===== config.mk =====
export PLATFORM = sky130hd
export DESIGN_NAME = uart_axil_poller
export DESIGN_NICKNAME = d
export VERILOG_FILES = /design/src/rtl/uart_poll_pkg.sv /design/src/rtl/uart_poll_fifo.sv /design/src/rtl/uart_axil_poller.sv
export SDC_FILE = /design/constraint.sdc
export NUM_CORES = 1
export LEC_CHECK = 0
export CAP_MARGIN = 10
export CELL_PAD_IN_SITES_DETAIL_PLACEMENT = 0
export CELL_PAD_IN_SITES_GLOBAL_PLACEMENT = 1
export CORE_MARGIN = 1.5
export CORE_UTILIZATION = 25
export CTS_BUF_LIST = sky130_fd_sc_hd__clkbuf_8 sky130_fd_sc_hd__clkbuf_16
export CTS_CLUSTER_DIAMETER = 40
export CTS_CLUSTER_SIZE = 24
export DETAILED_ROUTE_END_ITERATION = 6
export PLACE_DENSITY = 0.64
export SKIP_CTS_REPAIR_TIMING = 1
export SLEW_MARGIN = 30
export SYNTH_ARGS = -nofsm -noshare
export SYNTH_HDL_FRONTEND = slang
export SYNTH_HIERARCHICAL = 1
export SYNTH_SLANG_ARGS = --single-unit

===== constraint.sdc =====
create_clock -name M_AXI_ACLK -period 2.7 [get_ports M_AXI_ACLK]
set_clock_uncertainty 0.1 [all_clocks]
set_input_delay 0.54 -clock M_AXI_ACLK [delete_from_list [all_inputs] [get_ports M_AXI_ACLK]]
set_output_delay 0.54 -clock M_AXI_ACLK [all_outputs]
set_load 0.02 [all_outputs]

===== src/rtl/uart_poll_pkg.sv =====
// uart_poll_pkg: register map, status/control bit positions and poller state encoding
package uart_poll_pkg;

    localparam logic [3:0] ADDR_BAUD   = 4'h0;
    localparam logic [3:0] ADDR_CTRL   = 4'h4;
    localparam logic [3:0] ADDR_RXDATA = 4'h8;

    localparam int STAT_DATA_READY = 0;
    localparam int STAT_OVERRUN    = 1;
    localparam int CTRL_INTR_EN    = 8;

    localparam logic [1:0] RESP_OKAY = 2'b00;

    typedef enum logic [2:0] {
        IDLE,
        WR_BAUD,
        WR_CTRL,
        POLL_WAIT,
        RD_STAT,
        RD_DATA
    } poll_state_t;

endpackage


===== src/rtl/uart_poll_fifo.sv =====
// uart_poll_fifo: small synchronous byte FIFO with wrap-bit pointers and full/empty flags
module uart_poll_fifo #(
    parameter int DATA_WIDTH = 8,
    parameter int FIFO_DEPTH = 4
) (
    input  logic                  clk,
    input  logic                  rst,
    input  logic                  push,
    input  logic [DATA_WIDTH-1:0] push_data,
    input  logic                  pop,
    output logic [DATA_WIDTH-1:0] pop_data,
    output logic                  full,
    output logic                  empty
);

    localparam int AW = $clog2(FIFO_DEPTH);

    logic [AW:0]           wr_ptr_q, wr_ptr_d, rd_ptr_q, rd_ptr_d;
    logic [DATA_WIDTH-1:0] mem_q [FIFO_DEPTH];
    logic                  push_ok, pop_ok;

    assign empty    = wr_ptr_q == rd_ptr_q;
    assign full     = (wr_ptr_q[AW] != rd_ptr_q[AW]) && (wr_ptr_q[AW-1:0] == rd_ptr_q[AW-1:0]);
    assign push_ok  = push && (!full || pop);
    assign pop_ok   = pop && !empty;
    assign pop_data = mem_q[rd_ptr_q[AW-1:0]];

    // advance each pointer on its accepted operation
    always_comb begin
        wr_ptr_d = wr_ptr_q + {{AW{1'b0}}, push_ok};
        rd_ptr_d = rd_ptr_q + {{AW{1'b0}}, pop_ok};
    end

    // pointer registers
    always_ff @(posedge clk or posedge rst) begin
        if (rst) begin
            wr_ptr_q <= '0;
            rd_ptr_q <= '0;
        end else begin
            wr_ptr_q <= wr_ptr_d;
            rd_ptr_q <= rd_ptr_d;
        end
    end

    // storage needs no reset; the pointers define validity
    always_ff @(posedge clk) begin
        if (push_ok) mem_q[wr_ptr_q[AW-1:0]] <= push_data;
    end

endmodule


===== src/rtl/uart_axil_poller.sv =====
// uart_axil_poller: AXI-Lite master that configures a UART, polls status and streams received bytes (optional overrun counter: UART_POLL_OVERRUN_CNT_EN)
module uart_axil_poller
    import uart_poll_pkg::*;
#(
    parameter int C_M_AXI_DATA_WIDTH = 32,
    parameter int C_M_AXI_ADDR_WIDTH = 4,
    parameter int DATA_WIDTH         = 8,
    parameter int FIFO_DEPTH         = 4,
    parameter int POLL_GAP           = 16
) (
    input  logic                            M_AXI_ACLK,
    input  logic                            M_AXI_ARESET,
    input  logic                            cfg_start,
    input  logic                            cfg_stop,
    input  logic [31:0]                     cfg_baud,
    input  logic                            cfg_intr_en,
    output logic                            busy,
    output logic                            resp_err,
    output logic [15:0]                     overrun_cnt,
    output logic [DATA_WIDTH-1:0]           rx_tdata,
    output logic                            rx_tvalid,
    input  logic                            rx_tready,
    output logic [C_M_AXI_ADDR_WIDTH-1:0]   M_AXI_AWADDR,
    output logic                            M_AXI_AWVALID,
    input  logic                            M_AXI_AWREADY,
    output logic [C_M_AXI_DATA_WIDTH-1:0]   M_AXI_WDATA,
    output logic [C_M_AXI_DATA_WIDTH/8-1:0] M_AXI_WSTRB,
    output logic                            M_AXI_WVALID,
    input  logic                            M_AXI_WREADY,
    input  logic [1:0]                      M_AXI_BRESP,
    input  logic                            M_AXI_BVALID,
    output logic                            M_AXI_BREADY,
    output logic [C_M_AXI_ADDR_WIDTH-1:0]   M_AXI_ARADDR,
    output logic                            M_AXI_ARVALID,
    input  logic                            M_AXI_ARREADY,
    input  logic [C_M_AXI_DATA_WIDTH-1:0]   M_AXI_RDATA,
    input  logic [1:0]                      M_AXI_RRESP,
    input  logic                            M_AXI_RVALID,
    output logic                            M_AXI_RREADY
);

    localparam logic [15:0] GAP_LAST = 16'(POLL_GAP - 1);

    poll_state_t                   state_q, state_d;
    logic                          issued_q, issued_d;
    logic                          awvalid_q, awvalid_d, wvalid_q, wvalid_d, bready_q, bready_d;
    logic                          arvalid_q, arvalid_d, rready_q, rready_d;
    logic [C_M_AXI_ADDR_WIDTH-1:0] awaddr_q, awaddr_d, araddr_q, araddr_d;
    logic [C_M_AXI_DATA_WIDTH-1:0] wdata_q, wdata_d, ctrl_word;
    logic                          stop_q, stop_d, err_q, err_d;
    logic [15:0]                   gap_q, gap_d;
    logic                          b_hs, r_hs, stop_now, push, fifo_full, fifo_empty;
    logic                          unused_rdata;

    assign b_hs          = bready_q && M_AXI_BVALID;
    assign r_hs          = rready_q && M_AXI_RVALID;
    assign stop_now      = stop_q || cfg_stop;
    assign ctrl_word     = C_M_AXI_DATA_WIDTH'(cfg_intr_en) << CTRL_INTR_EN;
    assign busy          = state_q != IDLE;
    assign resp_err      = err_q;
    assign rx_tvalid     = !fifo_empty;
    assign M_AXI_AWADDR  = awaddr_q;
    assign M_AXI_AWVALID = awvalid_q;
    assign M_AXI_WDATA   = wdata_q;
    assign M_AXI_WSTRB   = '1;
    assign M_AXI_WVALID  = wvalid_q;
    assign M_AXI_BREADY  = bready_q;
    assign M_AXI_ARADDR  = araddr_q;
    assign M_AXI_ARVALID = arvalid_q;
    assign M_AXI_RREADY  = rready_q;
    assign unused_rdata  = ^M_AXI_RDATA[C_M_AXI_DATA_WIDTH-1:DATA_WIDTH];

    // sequencer: issue one transaction per state, advance on its B/R completion
    always_comb begin
        state_d   = state_q;
        issued_d  = issued_q;
        awvalid_d = awvalid_q;
        wvalid_d  = wvalid_q;
        bready_d  = bready_q;
        arvalid_d = arvalid_q;
        rready_d  = rready_q;
        awaddr_d  = awaddr_q;
        wdata_d   = wdata_q;
        araddr_d  = araddr_q;
        stop_d    = busy && stop_now;
        err_d     = err_q || (b_hs && M_AXI_BRESP != RESP_OKAY) || (r_hs && M_AXI_RRESP != RESP_OKAY);
        gap_d     = gap_q;
        push      = 1'b0;
        case (state_q)
            IDLE: begin
                if (cfg_start && !cfg_stop) begin
                    state_d = WR_BAUD;
                    err_d   = 1'b0;
                end
            end
            WR_BAUD, WR_CTRL: begin
                if (!issued_q) begin
                    issued_d  = 1'b1;
                    awvalid_d = 1'b1;
                    wvalid_d  = 1'b1;
                    awaddr_d  = state_q == WR_BAUD ? C_M_AXI_ADDR_WIDTH'(ADDR_BAUD) : C_M_AXI_ADDR_WIDTH'(ADDR_CTRL);
                    wdata_d   = state_q == WR_BAUD ? C_M_AXI_DATA_WIDTH'(cfg_baud) : ctrl_word;
                end else begin
                    awvalid_d = awvalid_q && !M_AXI_AWREADY;
                    wvalid_d  = wvalid_q && !M_AXI_WREADY;
                    bready_d  = !awvalid_d && !wvalid_d && !b_hs;
                    if (b_hs) begin
                        issued_d = 1'b0;
                        gap_d    = '0;
                        state_d  = stop_now ? IDLE : (state_q == WR_BAUD ? WR_CTRL : POLL_WAIT);
                    end
                end
            end
            POLL_WAIT: begin
                if (gap_q != GAP_LAST) gap_d = gap_q + 16'd1;
                else if (!fifo_full) state_d = RD_STAT;
            end
            default: begin
                if (!issued_q) begin
                    issued_d  = 1'b1;
                    arvalid_d = 1'b1;
                    araddr_d  = state_q == RD_STAT ? C_M_AXI_ADDR_WIDTH'(ADDR_CTRL) : C_M_AXI_ADDR_WIDTH'(ADDR_RXDATA);
                end else begin
                    arvalid_d = arvalid_q && !M_AXI_ARREADY;
                    rready_d  = !arvalid_d && !r_hs;
                    if (r_hs) begin
                        issued_d = 1'b0;
                        gap_d    = '0;
                        if (state_q == RD_DATA) begin
                            push    = 1'b1;
                            state_d = stop_now ? IDLE : RD_STAT;
                        end else begin
                            state_d = stop_now ? IDLE :
                                      (M_AXI_RDATA[STAT_DATA_READY] && !fifo_full) ? RD_DATA : POLL_WAIT;
                        end
                    end
                end
            end
        endcase
    end

    // sequencer and AXI output registers; reset drops every valid at once
    always_ff @(posedge M_AXI_ACLK or posedge M_AXI_ARESET) begin
        if (M_AXI_ARESET) begin
            state_q   <= IDLE;
            issued_q  <= 1'b0;
            awvalid_q <= 1'b0;
            wvalid_q  <= 1'b0;
            bready_q  <= 1'b0;
            arvalid_q <= 1'b0;
            rready_q  <= 1'b0;
            awaddr_q  <= '0;
            wdata_q   <= '0;
            araddr_q  <= '0;
            stop_q    <= 1'b0;
            err_q     <= 1'b0;
            gap_q     <= '0;
        end else begin
            state_q   <= state_d;
            issued_q  <= issued_d;
            awvalid_q <= awvalid_d;
            wvalid_q  <= wvalid_d;
            bready_q  <= bready_d;
            arvalid_q <= arvalid_d;
            rready_q  <= rready_d;
            awaddr_q  <= awaddr_d;
            wdata_q   <= wdata_d;
            araddr_q  <= araddr_d;
            stop_q    <= stop_d;
            err_q     <= err_d;
            gap_q     <= gap_d;
        end
    end

`ifdef UART_POLL_OVERRUN_CNT_EN
    logic [15:0] ovr_q, ovr_d;

    // count status reads reporting overrun, holding at all-ones
    always_comb begin
        ovr_d = (state_q == RD_STAT && r_hs && M_AXI_RDATA[STAT_OVERRUN] && ovr_q != 16'hFFFF) ? ovr_q + 16'd1 : ovr_q;
    end

    // overrun counter register
    always_ff @(posedge M_AXI_ACLK or posedge M_AXI_ARESET) begin
        if (M_AXI_ARESET) ovr_q <= '0;
        else ovr_q <= ovr_d;
    end

    assign overrun_cnt = ovr_q;
`else
    assign overrun_cnt = 16'd0;
`endif

    uart_poll_fifo #(
        .DATA_WIDTH (DATA_WIDTH),
        .FIFO_DEPTH (FIFO_DEPTH)
    ) u_fifo (
        .clk       (M_AXI_ACLK),
        .rst       (M_AXI_ARESET),
        .push      (push),
        .push_data (M_AXI_RDATA[DATA_WIDTH-1:0]),
        .pop       (rx_tvalid && rx_tready),
        .pop_data  (rx_tdata),
        .full      (fifo_full),
        .empty     (fifo_empty)
    );

endmodule

==> results.ini <==
[status]
status=complete, no violations

[critical_path]
start_kind=register
critPathBufInv=2
cpMaxStageDelayCell=clkdlybuf4s50_1
path_cells=xor2_2, nor2_1, and2_1, inv_1, clkdlybuf4s50_1
cp.required_ns=2.06
crit_fanout=10
worstPathArrival_ns=1.94
endpoint_kind=primary output
r2r_setup_slack_ns=0.33
crit_type=register to primary output
critical_path.top_delay_family=buffers and inverters
cpPeakStageDelay_ns=0.60

[layout]
antenna_cells=0
layoutNonFillerInstCount=701
fillers=1782
postLayoutCoreUtil_pct=34.4
layout_commonest_cell=clkdlybuf4s50_1
nNetsFinal=551
drive_above_1_share_pct=9.53
regArea_mm2=0.00266
layout_common_cells=clkdlybuf4s50_1 (97), dfrtp_1 (67), edfxtp_1 (32), a22o_1 (31), conb_1 (25)
multiInputGateArea_mm2=0.00165
area_growth_pct=34.9

[routing]
viasPerCell=4.59
ant_nets=0
wl_per_cell_um=14.2
drc=0
wl_mm=9.95
vias=3215
initialDrtViolationCount=232
dr.pass1.iters=4

[sta]
final_max_slew_viol_count=0
fin_setup_tns_ns=0
rsz0062_at_grt=false
final.min_clock_period_ns=2.58
tightest_slew_ns=0.688
setup_viol=0
period_share_pct=95.5
finalHoldViolations=0
max_slew_margin_pct=54.1
holdWs_ns=0.380
max_freq_ghz=0.388

[clock_tree]
insertion_delay_ns=0.34
cts_buffers=9
cts_sinks=100
clockBufferDepth=2
cts.reportedPaths.clkPinSlew_ns=0.07
cts_root_buffer=clkbuf_16
cts_max_level=3
cts_tree=done

[power_and_ir_drop]
powerDensity_mw_per_mm2=1020
max-vdd-ir-drop_uv=453
p_leak_nw=2.57

[die]
die-area_mm2=0.0191
die_w_um=138
die_height_um=138
num_rows=49
coreArea_mm2=0.0179
pin_count=155
start_util_pct=25.5

[synthesis]
synth_top_area_share_pct=37.3
synth_ff_type=dfrtp_1
synthTopCellsByArea=dfrtp_1 (37%), edfxtp_1 (21%), a22o_1 (6.0%), mux4_1 (4.6%), buf_4 (4.3%)
netlist_instances=358
synth_top_area_cell=dfrtp_1
ys_types=56
ys_warn_count=6
syn_area_mm2=0.00456
synth_edf_count=32
synth_async_sr_flop_share_pct=68.0
ys_ff_latch=100
yosysSeqAreaShare_pct=58.4
synth.avg_cell_area_um2=12.7

[global_routing]
grt_start_max_net_pins=63
grt.total_usage_pct=10.6
grt-ovfl-total=0
grt_use_met1_pct=14.2
grt_pass1_vias=3148
globalRouteMet2Util_pct=16.4
met3_usage_pct=3.46
grt_pass1_wl_mm=16.4
grt.busiest_layer=met2
antenna_found_initial=0

[min_path]
hp-class=input port to async pin

[placed_design]
gp_congestion=0.743
dp_cells=685
io_buffers=105
place_hpwl_mm=6.88

[flow_run]
maxCapViolations=0

## final timing paths
path / startpoint / to / cells after the start
setup / recovery: u_fifo/rd_ptr_q[0] / rx_tvalid / 5
hold / removal: M_AXI_ARESET / u_fifo/wr_ptr_q[1] / 2
setup reg to reg: u_fifo/rd_ptr_q[0] / u_fifo/wr_ptr_q[2] / 9
hold reg to reg: M_AXI_ARADDR[2] / M_AXI_ARADDR[2] / 1
max in group asynchronous: M_AXI_ARESET / gap_q[0] / 3
min in group M_AXI_ACLK: M_AXI_ARADDR[2] / M_AXI_ARADDR[2] / 1
## cell families after synthesis
family / synth area share (%)
AOI/OAI and AO/OA: 16.2
xor gates and xnor gates: 1.92
adders and majority gates: 1.37
buffers and inverters: 7.46
DFF: 58.4
muxes: 5.32
other: 0.165
and+or+nand+nor: 9.19
## stage by stage
stage / setup WS, ns / power, mW / instance area (um^2)
floorplan: 0.220 / 3.89 / 4650
global placement: 0.166 / 4.97 / 5820
detailed placement: 0.143 / 5.00 / 5820
CTS: -0.230 / 6.36 / 6130
global route: 0.00456 / 6.66 / 6150
finish: 0.121 / 6.27 / 6150
## area by class of cell
class	count	area share [%]
clock buffer	9	3.66
clock inverter	7	1.34
inverter	15	0.915
multi-input combinational	222	26.8
sequential	100	43.3
tap	229	4.66
timing repair buffer	119	19.3
## sequential cells by signal, summed over array words and instances, names as in the netlist
name             flops
M_AXI_RREADY         1
u_fifo/mem_q        32
M_AXI_ARADDR         2
M_AXI_AWADDR         1
u_fifo/wr_ptr_q      3
gap_q               16
issued_q             1
M_AXI_AWVALID        1
state_q              3
u_fifo/rd_ptr_q      3
M_AXI_WVALID         1
stop_q               1
M_AXI_WDATA         32
M_AXI_ARVALID        1
M_AXI_BREADY         1
resp_err             1
## cell usage after synthesis (3+ instances only)
library cell and instances:
nor3b_1 3, nand2b_1 3, a21oi_1 13, a41oi_1 3
and2_1 3, nor3_1 6, mux4_1 8, ha_1 5
o31ai_1 4, o21ai_0 18, or4_4 3, a21o_1 3
edfxtp_1 32, clkbuf_1 11, buf_2 5, nor2_1 10
buf_4 26, a31oi_1 7, nand4_1 4, nand3_1 7
inv_1 15, xor2_1 3, a22o_1 31, and3_1 3
and4_1 3, o211ai_1 3, nand2_1 17, dfrtp_1 68
a21boi_0 3
## power by group
part | total [mW] | internal [mW] | switching (mW)
Combinational | 2.60 | 1.30 | 1.30
Clock | 1.32 | 0.736 | 0.586
Sequential | 2.35 | 1.96 | 0.387
Total | 6.27 | 4.00 | 2.27
## layer usage
metal / vias to the layer above / part of all wire, %
li1: 1529 / -
met1: 1564 / 46
met2: 115 / 46
met3: 7 / 6.2
met4: 0 / 1.1
met5: - / 0
Power figures use the tool's default switching activity.
